**config.mk**
```make
export PLATFORM = sky130hd
export DESIGN_NAME = otp_rd_arb_flat
export DESIGN_NICKNAME = d
export VERILOG_FILES = /design/src/rtl/otp_rd_arb_pkg.sv /design/src/rtl/otp_rd_arb_if.sv /design/src/rtl/otp_rd_arb_rr_arb2.sv /design/src/rtl/otp_rd_arb.sv /design/src/flat_wrapper.sv
export SDC_FILE = /design/constraint.sdc
export NUM_CORES = 1
export LEC_CHECK = 0
export ABC_AREA = 0
export CAP_MARGIN = 20
export CORE_UTILIZATION = 37
export CTS_BUF_LIST = sky130_fd_sc_hd__clkbuf_4
export DETAILED_ROUTE_END_ITERATION = 7
export PLACE_DENSITY = 0.76
export SLEW_MARGIN = 10
export SYNTH_ARGS = -nofsm -noshare
export SYNTH_HDL_FRONTEND = slang
export SYNTH_HIERARCHICAL = 1
export SYNTH_SLANG_ARGS = --single-unit
```
**constraint.sdc**
```tcl
create_clock -name clk -period 3.3 [get_ports clk]
set_input_delay 0.66 -clock clk [delete_from_list [all_inputs] [get_ports clk]]
set_output_delay 0.66 -clock clk [all_outputs]
set_load 0.01 [all_outputs]
```
**src/rtl/otp_rd_arb_pkg.sv**
```systemverilog
// otp_arb_pkg: shared definitions for the OTP read-port arbiter.
//   state_t            arbiter FSM encoding (ST_IDLE, ST_WAIT)
//   REQ_IF / REQ_LS    requester IDs, also the bit positions in req/gnt vectors
//   OTP_WORDS_DEFAULT  number of implemented OTP words
package otp_arb_pkg;

  typedef enum logic {
    ST_IDLE = 1'b0,
    ST_WAIT = 1'b1
  } state_t;

  localparam int unsigned REQ_IF = 0;
  localparam int unsigned REQ_LS = 1;

  localparam int unsigned OTP_WORDS_DEFAULT = 51;

endpackage

```
**src/rtl/otp_rd_arb_if.sv**
```systemverilog
// otp_rd_arb_if: requester-side bundle of the OTP read arbiter.
//   IF (fetch) and LS (load/store) each have req/addr held until gnt,
//   and receive a one-cycle rvalid pulse with rdata. rerr qualifies
//   whichever rvalid is high.
//   master: requester side (drives req/addr)
//   slave : arbiter side (drives gnt/rvalid/rdata/rerr)
interface otp_rd_arb_if #(
  parameter int AW = 32,
  parameter int DW = 32
);
  logic          if_req;
  logic [AW-1:0] if_addr;
  logic          if_gnt;
  logic          if_rvalid;
  logic [DW-1:0] if_rdata;

  logic          ls_req;
  logic [AW-1:0] ls_addr;
  logic          ls_gnt;
  logic          ls_rvalid;
  logic [DW-1:0] ls_rdata;

  logic          rerr;

  modport master (
    output if_req, if_addr, ls_req, ls_addr,
    input  if_gnt, if_rvalid, if_rdata, ls_gnt, ls_rvalid, ls_rdata, rerr
  );

  modport slave (
    input  if_req, if_addr, ls_req, ls_addr,
    output if_gnt, if_rvalid, if_rdata, ls_gnt, ls_rvalid, ls_rdata, rerr
  );
endinterface

```
**src/rtl/otp_rd_arb_rr_arb2.sv**
```systemverilog
// otp_rr_arb2: 2-way round-robin arbiter.
//   clk, rst  clock, synchronous active-high reset
//   req       request vector, bit REQ_IF / REQ_LS
//   advance   a grant is being taken this cycle; updates the pointer
//   gnt       combinational grant, one-hot or zero
//   last_reg  ID of the most recently granted requester (resets to LS,
//             so IF wins the first contention)
module otp_rr_arb2
  import otp_arb_pkg::*;
(
  input  logic       clk,
  input  logic       rst,
  input  logic [1:0] req,
  input  logic       advance,
  output logic [1:0] gnt,
  output logic       last_reg
);

  always_comb begin
    gnt = 2'b00;
    if (req[REQ_IF] && (!req[REQ_LS] || last_reg == 1'(REQ_LS))) begin
      gnt[REQ_IF] = 1'b1;
    end else if (req[REQ_LS]) begin
      gnt[REQ_LS] = 1'b1;
    end
  end

  always_ff @(posedge clk) begin
    if (rst) begin
      last_reg <= 1'(REQ_LS);
    end else if (advance && (gnt != 2'b00)) begin
      last_reg <= gnt[REQ_LS];
    end
  end

endmodule

```
**src/rtl/otp_rd_arb.sv**
```systemverilog
// otp_rd_arb: shares the combinational OTP read port between fetch (IF)
// and load/store (LS). The winner's address is latched onto otp_pa and
// held for cfg_wait extra cycles; the response word and error status are
// then registered and returned with a one-cycle rvalid pulse.
//   clk, rst      clock, synchronous active-high reset
//   cfg_wait      extra wait states, sampled at grant
//   bus           requester handshakes (otp_rd_arb_if.slave)
//   otp_pa        byte address to OTP (holds last address when idle)
//   otp_pdataout  OTP combinational read data
//   busy          high while an access is in flight (WAIT)
module otp_rd_arb
  import otp_arb_pkg::*;
#(
  parameter int AW        = 32,
  parameter int DW        = 32,
  parameter int OTP_WORDS = OTP_WORDS_DEFAULT,
  parameter int WW        = 4
) (
  input  logic          clk,
  input  logic          rst,
  input  logic [WW-1:0] cfg_wait,
  otp_rd_arb_if.slave   bus,
  output logic [AW-1:0] otp_pa,
  input  logic [DW-1:0] otp_pdataout,
  output logic          busy
);

  localparam logic [AW-3:0] WORD_LIMIT = (AW-2)'(OTP_WORDS);

  state_t        state_reg, state_next;
  logic [WW-1:0] cnt_reg;
  logic [AW-1:0] pa_reg;
  logic          rerr_reg;
  logic [1:0]    rvalid_reg;
  logic [1:0]    req_vec, gnt_vec, cap_sel;
  logic          last_reg;
  logic          grant, capture, acc_err;
  logic [AW-1:0] gnt_addr;

  // Requests are only visible to the arbiter in IDLE and outside reset,
  // so gnt can never assert during WAIT or for an access reset would drop.
  assign req_vec = (state_reg == ST_IDLE && !rst) ? {bus.ls_req, bus.if_req} : 2'b00;

  otp_rr_arb2 u_arb (
    .clk      (clk),
    .rst      (rst),
    .req      (req_vec),
    .advance  (grant),
    .gnt      (gnt_vec),
    .last_reg (last_reg)
  );

  assign grant    = (gnt_vec != 2'b00);
  assign gnt_addr = gnt_vec[REQ_LS] ? bus.ls_addr : bus.if_addr;

  // The round-robin pointer only moves on a grant, so during WAIT it
  // names the owner of the access in flight.
  assign cap_sel  = capture ? (last_reg ? 2'b10 : 2'b01) : 2'b00;
  assign acc_err  = (pa_reg[1:0] != 2'b00) || (pa_reg[AW-1:2] >= WORD_LIMIT);

  always_comb begin
    state_next = state_reg;
    capture    = 1'b0;
    case (state_reg)
      ST_IDLE: if (grant) state_next = ST_WAIT;
      ST_WAIT: begin
        if (cnt_reg == '0) begin
          capture    = 1'b1;
          state_next = ST_IDLE;
        end
      end
    endcase
  end

  always_ff @(posedge clk) begin
    if (rst) begin
      state_reg  <= ST_IDLE;
      cnt_reg    <= '0;
      pa_reg     <= '0;
      rerr_reg   <= 1'b0;
      rvalid_reg <= 2'b00;
    end else begin
      state_reg  <= state_next;
      rvalid_reg <= cap_sel;
      if (grant) begin
        cnt_reg <= cfg_wait;
        pa_reg  <= gnt_addr;
      end else if (state_reg == ST_WAIT && cnt_reg != '0) begin
        cnt_reg <= cnt_reg - 1'b1;
      end
      if (capture) rerr_reg <= acc_err;
    end
  end

  // One response register per requester; the non-owner keeps its value.
  for (genvar gi = 0; gi < 2; gi++) begin : g_resp
    logic [DW-1:0] rdata_reg;
    always_ff @(posedge clk) begin
      if (rst) begin
        rdata_reg <= '0;
      end else if (cap_sel[gi]) begin
        rdata_reg <= acc_err ? '0 : otp_pdataout;
      end
    end
  end

  assign otp_pa        = pa_reg;
  assign busy          = (state_reg == ST_WAIT);
  assign bus.if_gnt    = gnt_vec[REQ_IF];
  assign bus.ls_gnt    = gnt_vec[REQ_LS];
  assign bus.if_rvalid = rvalid_reg[REQ_IF];
  assign bus.ls_rvalid = rvalid_reg[REQ_LS];
  assign bus.if_rdata  = g_resp[0].rdata_reg;   // index 0 = REQ_IF
  assign bus.ls_rdata  = g_resp[1].rdata_reg;   // index 1 = REQ_LS
  assign bus.rerr      = rerr_reg;

endmodule

```
**src/flat_wrapper.sv**
```systemverilog
// flat-port wrapper written by rule: the top's interface ports become plain ports
module otp_rd_arb_flat import otp_arb_pkg::*;
#(
  parameter int AW        = 32,
  parameter int DW        = 32,
  parameter int OTP_WORDS = OTP_WORDS_DEFAULT,
  parameter int WW        = 4
)
  (clk, rst, cfg_wait, otp_pa, otp_pdataout, busy, bus_if_req, bus_if_addr, bus_ls_req, bus_ls_addr, bus_if_gnt, bus_if_rvalid, bus_if_rdata, bus_ls_gnt, bus_ls_rvalid, bus_ls_rdata, bus_rerr);
  otp_rd_arb_if #(.AW(AW), .DW(DW)) bus_i ();
  input  logic clk;
  input  logic rst;
  input  logic [WW-1:0] cfg_wait;
  output logic [AW-1:0] otp_pa;
  input  logic [DW-1:0] otp_pdataout;
  output logic busy;
  input wire logic [$bits(bus_i.if_req)-1:0] bus_if_req;
  input wire logic [$bits(bus_i.if_addr)-1:0] bus_if_addr;
  input wire logic [$bits(bus_i.ls_req)-1:0] bus_ls_req;
  input wire logic [$bits(bus_i.ls_addr)-1:0] bus_ls_addr;
  output wire logic [$bits(bus_i.if_gnt)-1:0] bus_if_gnt;
  output wire logic [$bits(bus_i.if_rvalid)-1:0] bus_if_rvalid;
  output wire logic [$bits(bus_i.if_rdata)-1:0] bus_if_rdata;
  output wire logic [$bits(bus_i.ls_gnt)-1:0] bus_ls_gnt;
  output wire logic [$bits(bus_i.ls_rvalid)-1:0] bus_ls_rvalid;
  output wire logic [$bits(bus_i.ls_rdata)-1:0] bus_ls_rdata;
  output wire logic [$bits(bus_i.rerr)-1:0] bus_rerr;
  assign bus_i.if_req = bus_if_req;
  assign bus_i.if_addr = bus_if_addr;
  assign bus_i.ls_req = bus_ls_req;
  assign bus_i.ls_addr = bus_ls_addr;
  assign bus_if_gnt = bus_i.if_gnt;
  assign bus_if_rvalid = bus_i.if_rvalid;
  assign bus_if_rdata = bus_i.if_rdata;
  assign bus_ls_gnt = bus_i.ls_gnt;
  assign bus_ls_rvalid = bus_i.ls_rvalid;
  assign bus_ls_rdata = bus_i.ls_rdata;
  assign bus_rerr = bus_i.rerr;
  otp_rd_arb #(.AW(AW), .DW(DW), .OTP_WORDS(OTP_WORDS), .WW(WW)) u_core (.clk(clk), .rst(rst), .cfg_wait(cfg_wait), .bus(bus_i), .otp_pa(otp_pa), .otp_pdataout(otp_pdataout), .busy(busy));
endmodule
```
## Word level (Yosys, flattened, before mapping)

Index checks and enable logic that the tools add are counted.

| storage, ports and cells | value |
|---|---|
| flip-flop bits (word level) | 105 |
| input port bits | 104 |
| output and inout port bits | 102 |
| logic and storage cells | 38 |

| cells by class | value |
|---|---|
| add/sub/neg operators | 1 |
| order comparisons | 1 |
| muxes and demuxes | 15 |
| bitwise gates (word level) | 1 |
| reduce and logical (&&, ||, !) cells | 12 |

Operator list:

| kind | number |
|---|---|
| $mux W32 | 2 |
| $ge A30 B6 Y1 const B | 1 |
| $mux W4 | 2 |
| $mux W1 | 7 |
| $mux W2 | 3 |
| $reduce_bool A2 Y1 | 3 |
| $logic_not A4 Y1 | 1 |
| $reduce_bool A4 Y1 | 1 |
| $sub A4 B1 Y4 const B | 1 |
| $logic_and A1 B1 Y1 | 3 |
| $logic_not A1 Y1 | 2 |
| $logic_or A1 B1 Y1 | 2 |
| $pmux W1 S2 | 1 |
| $not A1 Y1 | 1 |

## Longest topological paths before layout

| depth | value |
|---|---|
| depth in word-level cells | 10 |
| depth in mapped cells | 11 |
| gate-level depth less buffers | 6 |

## Cells and area by module

Netlist, hierarchy kept.

Modules (own cells, without submodules):

| module | instances | cells an instance | area each (um^2) | sequential area each (um^2) |
|---|---|---|---|---|
| otp_rd_arb | 1 | 415 | 4113.9 | 2082.0 |
| otp_rr_arb2 | 1 | 7 | 61.3 | 20.0 |

## Least setup slack after synthesis

OpenSTA, ideal clock, no wires.

| path | value |
|---|---|
| path type | in2reg |
| start | input port rst |
| end | register u_core.pa_reg[13], in the netlist u_core/otp_pa[13] |
| library setup time | 128 ps |
| data arrival time | 2928 ps |
| required time | 3172 ps |
| setup slack | 245 ps |
| cell stages on the path | 11 |
| buffers on the path | 5 |
| cell sequence | clkbuf_1 -> buf_1 -> buf_1 -> nor3b_1 -> a21boi_0 -> clkbuf_1 -> buf_2 -> mux2i_1 -> nor2_1 -> a21oi_1 -> nor2_1 |

| on the way | value |
|---|---|
| cells in the longest elaborated chain, start to end | 8 |
| elaborated cells on any way between the ends | 11 |
| those cells by class | mux (5); reduce/logical (6) |

Ends and longest elaborated chain:

| element | RTL line | source |
|---|---|---|
| from (decl) | flat_wrapper.sv:12 | `input logic rst;` |
| $logic_not A1 Y1 | otp_rd_arb.sv:42 | `assign req_vec = (state_reg == ST_IDLE && !rst) ? {bus.ls_req, bus.if_req} : 2'b00;` |
| $logic_and A1 B1 Y1 | otp_rd_arb.sv:42 |  |
| $mux W2 | otp_rd_arb.sv:42 |  |
| via u_core.req_vec[1] | otp_rd_arb.sv:35 | `logic [1:0] req_vec, gnt_vec, cap_sel;` |
| $logic_not A1 Y1 | otp_rd_arb_rr_arb2.sv:21 | `if (req[REQ_IF] && (!req[REQ_LS] \|\| last_reg == 1'(REQ_LS))) begin` |
| $logic_or A1 B1 Y1 | otp_rd_arb_rr_arb2.sv:21 |  |
| $logic_and A1 B1 Y1 | otp_rd_arb_rr_arb2.sv:21 |  |
| $mux W1 | otp_rd_arb_rr_arb2.sv:21 |  |
| via bus_if_gnt | flat_wrapper.sv:21 | `output wire logic [$bits(bus_i.if_gnt)-1:0] bus_if_gnt;` |
| $reduce_bool A2 Y1 | otp_rd_arb.sv:53 | `assign grant = (gnt_vec != 2'b00);` |
| to (signal assigned) | otp_rd_arb.sv:87 | `pa_reg <= gnt_addr;` |
| to (decl) | otp_rd_arb.sv:32 | `logic [AW-1:0] pa_reg;` |

The timed path passes the listed nets, and every way through them passes these cells.
A chain may end at the register's enable or synchronous reset.

## Final worst setup path

| path | value |
|---|---|
| start | input port bus_if_req |
| end | output port bus_if_gnt |

| on the way | value |
|---|---|
| cells in the longest elaborated chain, start to end | 3 |

Ends and longest elaborated chain:

| element | RTL line | source |
|---|---|---|
| from (decl) | flat_wrapper.sv:17 | `input wire logic [$bits(bus_i.if_req)-1:0] bus_if_req;` |
| $mux W2 | otp_rd_arb.sv:42 |  |
| via u_core.req_vec[0] | otp_rd_arb.sv:35 |  |
| $logic_and A1 B1 Y1 | otp_rd_arb_rr_arb2.sv:21 |  |
| $mux W1 | otp_rd_arb_rr_arb2.sv:21 |  |
| to (decl) | flat_wrapper.sv:21 |  |

The timed path passes the listed nets, and every way through them passes these cells.

==> run_results.csv <==
group,metric,value,unit
outcome,outcome,"finished, final reports clean",
global_routing,via_count_of_the_first_global_routing_pass,3903,
yosys,instance_count_of_the_mapped_netlist,422,
floorplan,core-area,0.01094,mm2
critical_path,critPathArrivalTime,2.20,ns
global_routing,groute.layer.met3.usage,0.06872,
yosys,syn_area,0.004175,mm2
cts,clock_latency,0.45,ns
floorplan,dieArea,0.01171,mm2
cells_and_area,layout.cells.most_common_list,"sky130_fd_sc_hd__clkdlybuf4s50_1, sky130_fd_sc_hd__dfxtp_1, sky130_fd_sc_hd__nor2_1",
min_path,hp-class,"reg2reg",
critical_path,reg2reg_depth,8,
cts,ctsResizeCount,0,
yosys,mappedNetlistNets,528,
drt,detailedRoute.firstPassIterationCount,4,
placement,hpwl,8587,um
global_routing,met2_usage,0.3740,
cells_and_area,layout.cells.most_common,"sky130_fd_sc_hd__clkdlybuf4s50_1",
placement,pre_cts_slack,0.4632,ns
critical_path,setup.worst_path.class,"in2out",
critical_path,cpMaxStageDelayCell,"sky130_fd_sc_hd__clkdlybuf4s50_1",
drt,viasPerCell,5.060,
global_routing,antenna_found_initial,0,
global_routing,grt_util_all_layers,0.2116,
sta,total_count_of_hold_check_failures_in_the_final_report,0,
yosys,seq_area_frac_synth,0.5034,
global_routing,largest_net_degree_at_the_start_of_global_routing,76,
cells_and_area,fill_cells,995,
critical_path,maximum_cell_stage_delay_along_the_critical_path,0.57,ns
power_and_ir_drop,total_power_of_the_final_layout,2.576,mW
cts,cts_buffer_depth,2,
cts,holdBufCountCts,0,
yosys,synth.ff_latch_count,105,
global_routing,grt_busiest_layer,"met2",
cells_and_area,stdcell_area,0.006495,mm2
cts,clock-sinks,105,
sta,timing.final.max_slew_violations,0,
placement,io_buffers,205,
critical_path,r2r-start,"u_core/cnt_reg[0]$_SDFFE_PP0P_",
cells_and_area,growth_of_design_area_from_synthesis_to_finish,55.56,%
yosys,synth.distinct_cells,33,
floorplan,initial_utilization,0.3818,
cts,cts_post_setup_buffers_inserted,0,
power_and_ir_drop,power.density,396.6,mW/mm2
sta,whs,0.4961,ns
global_routing,use_met1,0.2388,
sta,final_setup_violating_endpoints,0,
critical_path,timing.critical_path.fanout_max,3,
critical_path,timing.rr.end,"u_core/bus.ls_rdata[24]$_SDFFE_PP0P_",
floorplan,floorplan.rows,38,
global_routing,grt-ovfl-total,0,
min_path,min_delay_worst_endpoint,"u_core/bus.if_rdata[31]$_SDFFE_PP0P_",
sta,max_slew_margin,0.4203,
drt,routed_wire_length_per_instance,16.30,um
floorplan,chipHeight,108.2,um
sta,worst-slew-pin-transition,0.8696,ns
sta,timing.clock.skew,0.02009,ns
sta,timing.fmax,0.3502,GHz
global_routing,grt_first_pass_wirelength,19270,um
placement,dp.cells,745,
cts,cts_htree_levels,3,
drt,dr.first_iter.drc_count,134,
cells_and_area,layout.core_utilization,0.5939,
drt,via_count,3851,
critical_path,critPathLaunchType,"input port",
yosys,ys.warnings.count,6,
sta,setup_repair_after_global_routing_missed_its_margin,"no",
critical_path,rrSetupSlack,1.09,ns
cells_and_area,fraction_of_layout_cells_with_a_size_suffix_above_1,0.09018,
cells_and_area,nNetsFinal,722,
sta,setup_total_negative_slack,0,ns
critical_path,endpoint_kind,"output port",
drt,drt.antenna.violating_nets,0,
placement,place_area,0.006351,mm2
critical_path,path_delay_family,"buffers and inverters",
sta,worst_slack,0.4448,ns
critical_path,worstPathRequired,2.64,ns
cts,tritoncts,"built",
critical_path,crit_buf_inv,2,
sta,layout_min_cycle_time,2.855,ns
power_and_ir_drop,max-vdd-ir-drop,0.2186,mV
cts,cts_made_buffers,9,
yosys,syn_avg_cell_area,9.894,um2
cells_and_area,antenna-diode-count,0,
critical_path,crit_path_frequent_cell,"sky130_fd_sc_hd__clkdlybuf4s50_1",
drt,wl,12410,um
critical_path,setup.worst_path.start,"bus_if_req",
floorplan,die_width,108.2,um
drt,remaining_drc_errors,0,
min_path,hold_startpoint,"u_core/bus.if_rdata[31]$_SDFFE_PP0P_",
min_path,hold_critical_path_depth,1,
cts,cts_root_buf,"sky130_fd_sc_hd__clkbuf_4",
critical_path,path_cells,"clkdlybuf4s50_1 -> nor3b_1 -> a21boi_4 -> clkdlybuf4s50_1",
cts,clkTransAtPathRegs,0.16,ns
sta,fin_crit_sh,0.8652,
power_and_ir_drop,static-leakage-power,2.448,nW
cells_and_area,layoutNonFillerInstCount,761,
floorplan,floorplan.io_pins,206,
job,timing.max_cap.violations,0,
placement,globalplace.congestion,0.7404,
[metal layers]
metal | share of wire | vias up
met5 | 0 | -
met4 | 0.016 | 0
met3 | 0.082 | 12
met2 | 0.49 | 148
met1 | 0.41 | 1812
li1 | - | 1879
[logic make-up (layout without fill, tap and decap cells)]
family | count (synthesis) | in the layout | synth area share
fa+ha+maj | 2 | 2 | 0.005992
buf+inv | 37 | 236 | 0.04585
simple gates | 133 | 133 | 0.1603
flops | 105 | 105 | 0.5034
xor+xnor | 1 | 1 | 0.002098
compound gates | 112 | 112 | 0.2056
mux | 32 | 32 | 0.07672
[cells in the mapped netlist (all sizes together)]
master    n  area share
dfxtp   105        0.50
nor2     75       0.067
a22o     64        0.14
a21oi    37       0.044
mux2i    32       0.077
nor2b    32       0.048
clkbuf   19       0.017
buf      13       0.024
nor4      8       0.019
nand2     7      0.0081
inv       5      0.0045
a211oi    4      0.0072
nor3      3      0.0036
a21boi    2      0.0036
ha        2      0.0060
nor3b     2      0.0036
o211ai    2      0.0036
a311oi    1      0.0021
and3      1      0.0015
nand2b    1      0.0015
nand3     1      0.0012
nand4     1      0.0015
nor4bb    1      0.0024
o21a      1      0.0018
o21bai    1      0.0027
or4b      1      0.0024
xnor2     1      0.0021
[worst register-to-register path: cells and delay by family (launching register included)]
family	cells	cell delay, ns
buf+inv	3	0.72
simple gates	3	0.64
fa+ha+maj	1	0.19
flops	1	0.36
compound gates	1	0.24
[area by class of cell]
type                       instances  area [um2]  area share
timing repair buffer             215        2122      0.3267
sequential                       105        2102      0.3236
multi-input combinational        280        1933      0.2976
tap                              140       175.2     0.02697
clock inverter                     7       76.32     0.01175
clock buffer                       9       67.56     0.01040
inverter                           5       18.77    0.002890
[how the worst max path moves through the flow]
stage / to / slack (ns) / depth (start not counted)
after global routing: bus_if_gnt / 0.36 / 4
after detailed placement: bus_ls_gnt / 0.46 / 4
after floorplan: u_core/otp_pa[13]$_SDFFE_PP0N_ / 0.24 / 11
after global placement: bus_ls_gnt / 0.49 / 4
final: bus_if_gnt / 0.44 / 4
after CTS: bus_if_gnt / 0.44 / 4
[report_power, final]
part / total (mW) / switching (mW) / internal, mW
logic: 0.533 / 0.243 / 0.291
registers: 1.36 / 0.0466 / 1.32
clock network: 0.679 / 0.438 / 0.240
total: 2.58 / 0.728 / 1.85
No activity file was read; power rests on OpenSTA's default activity.
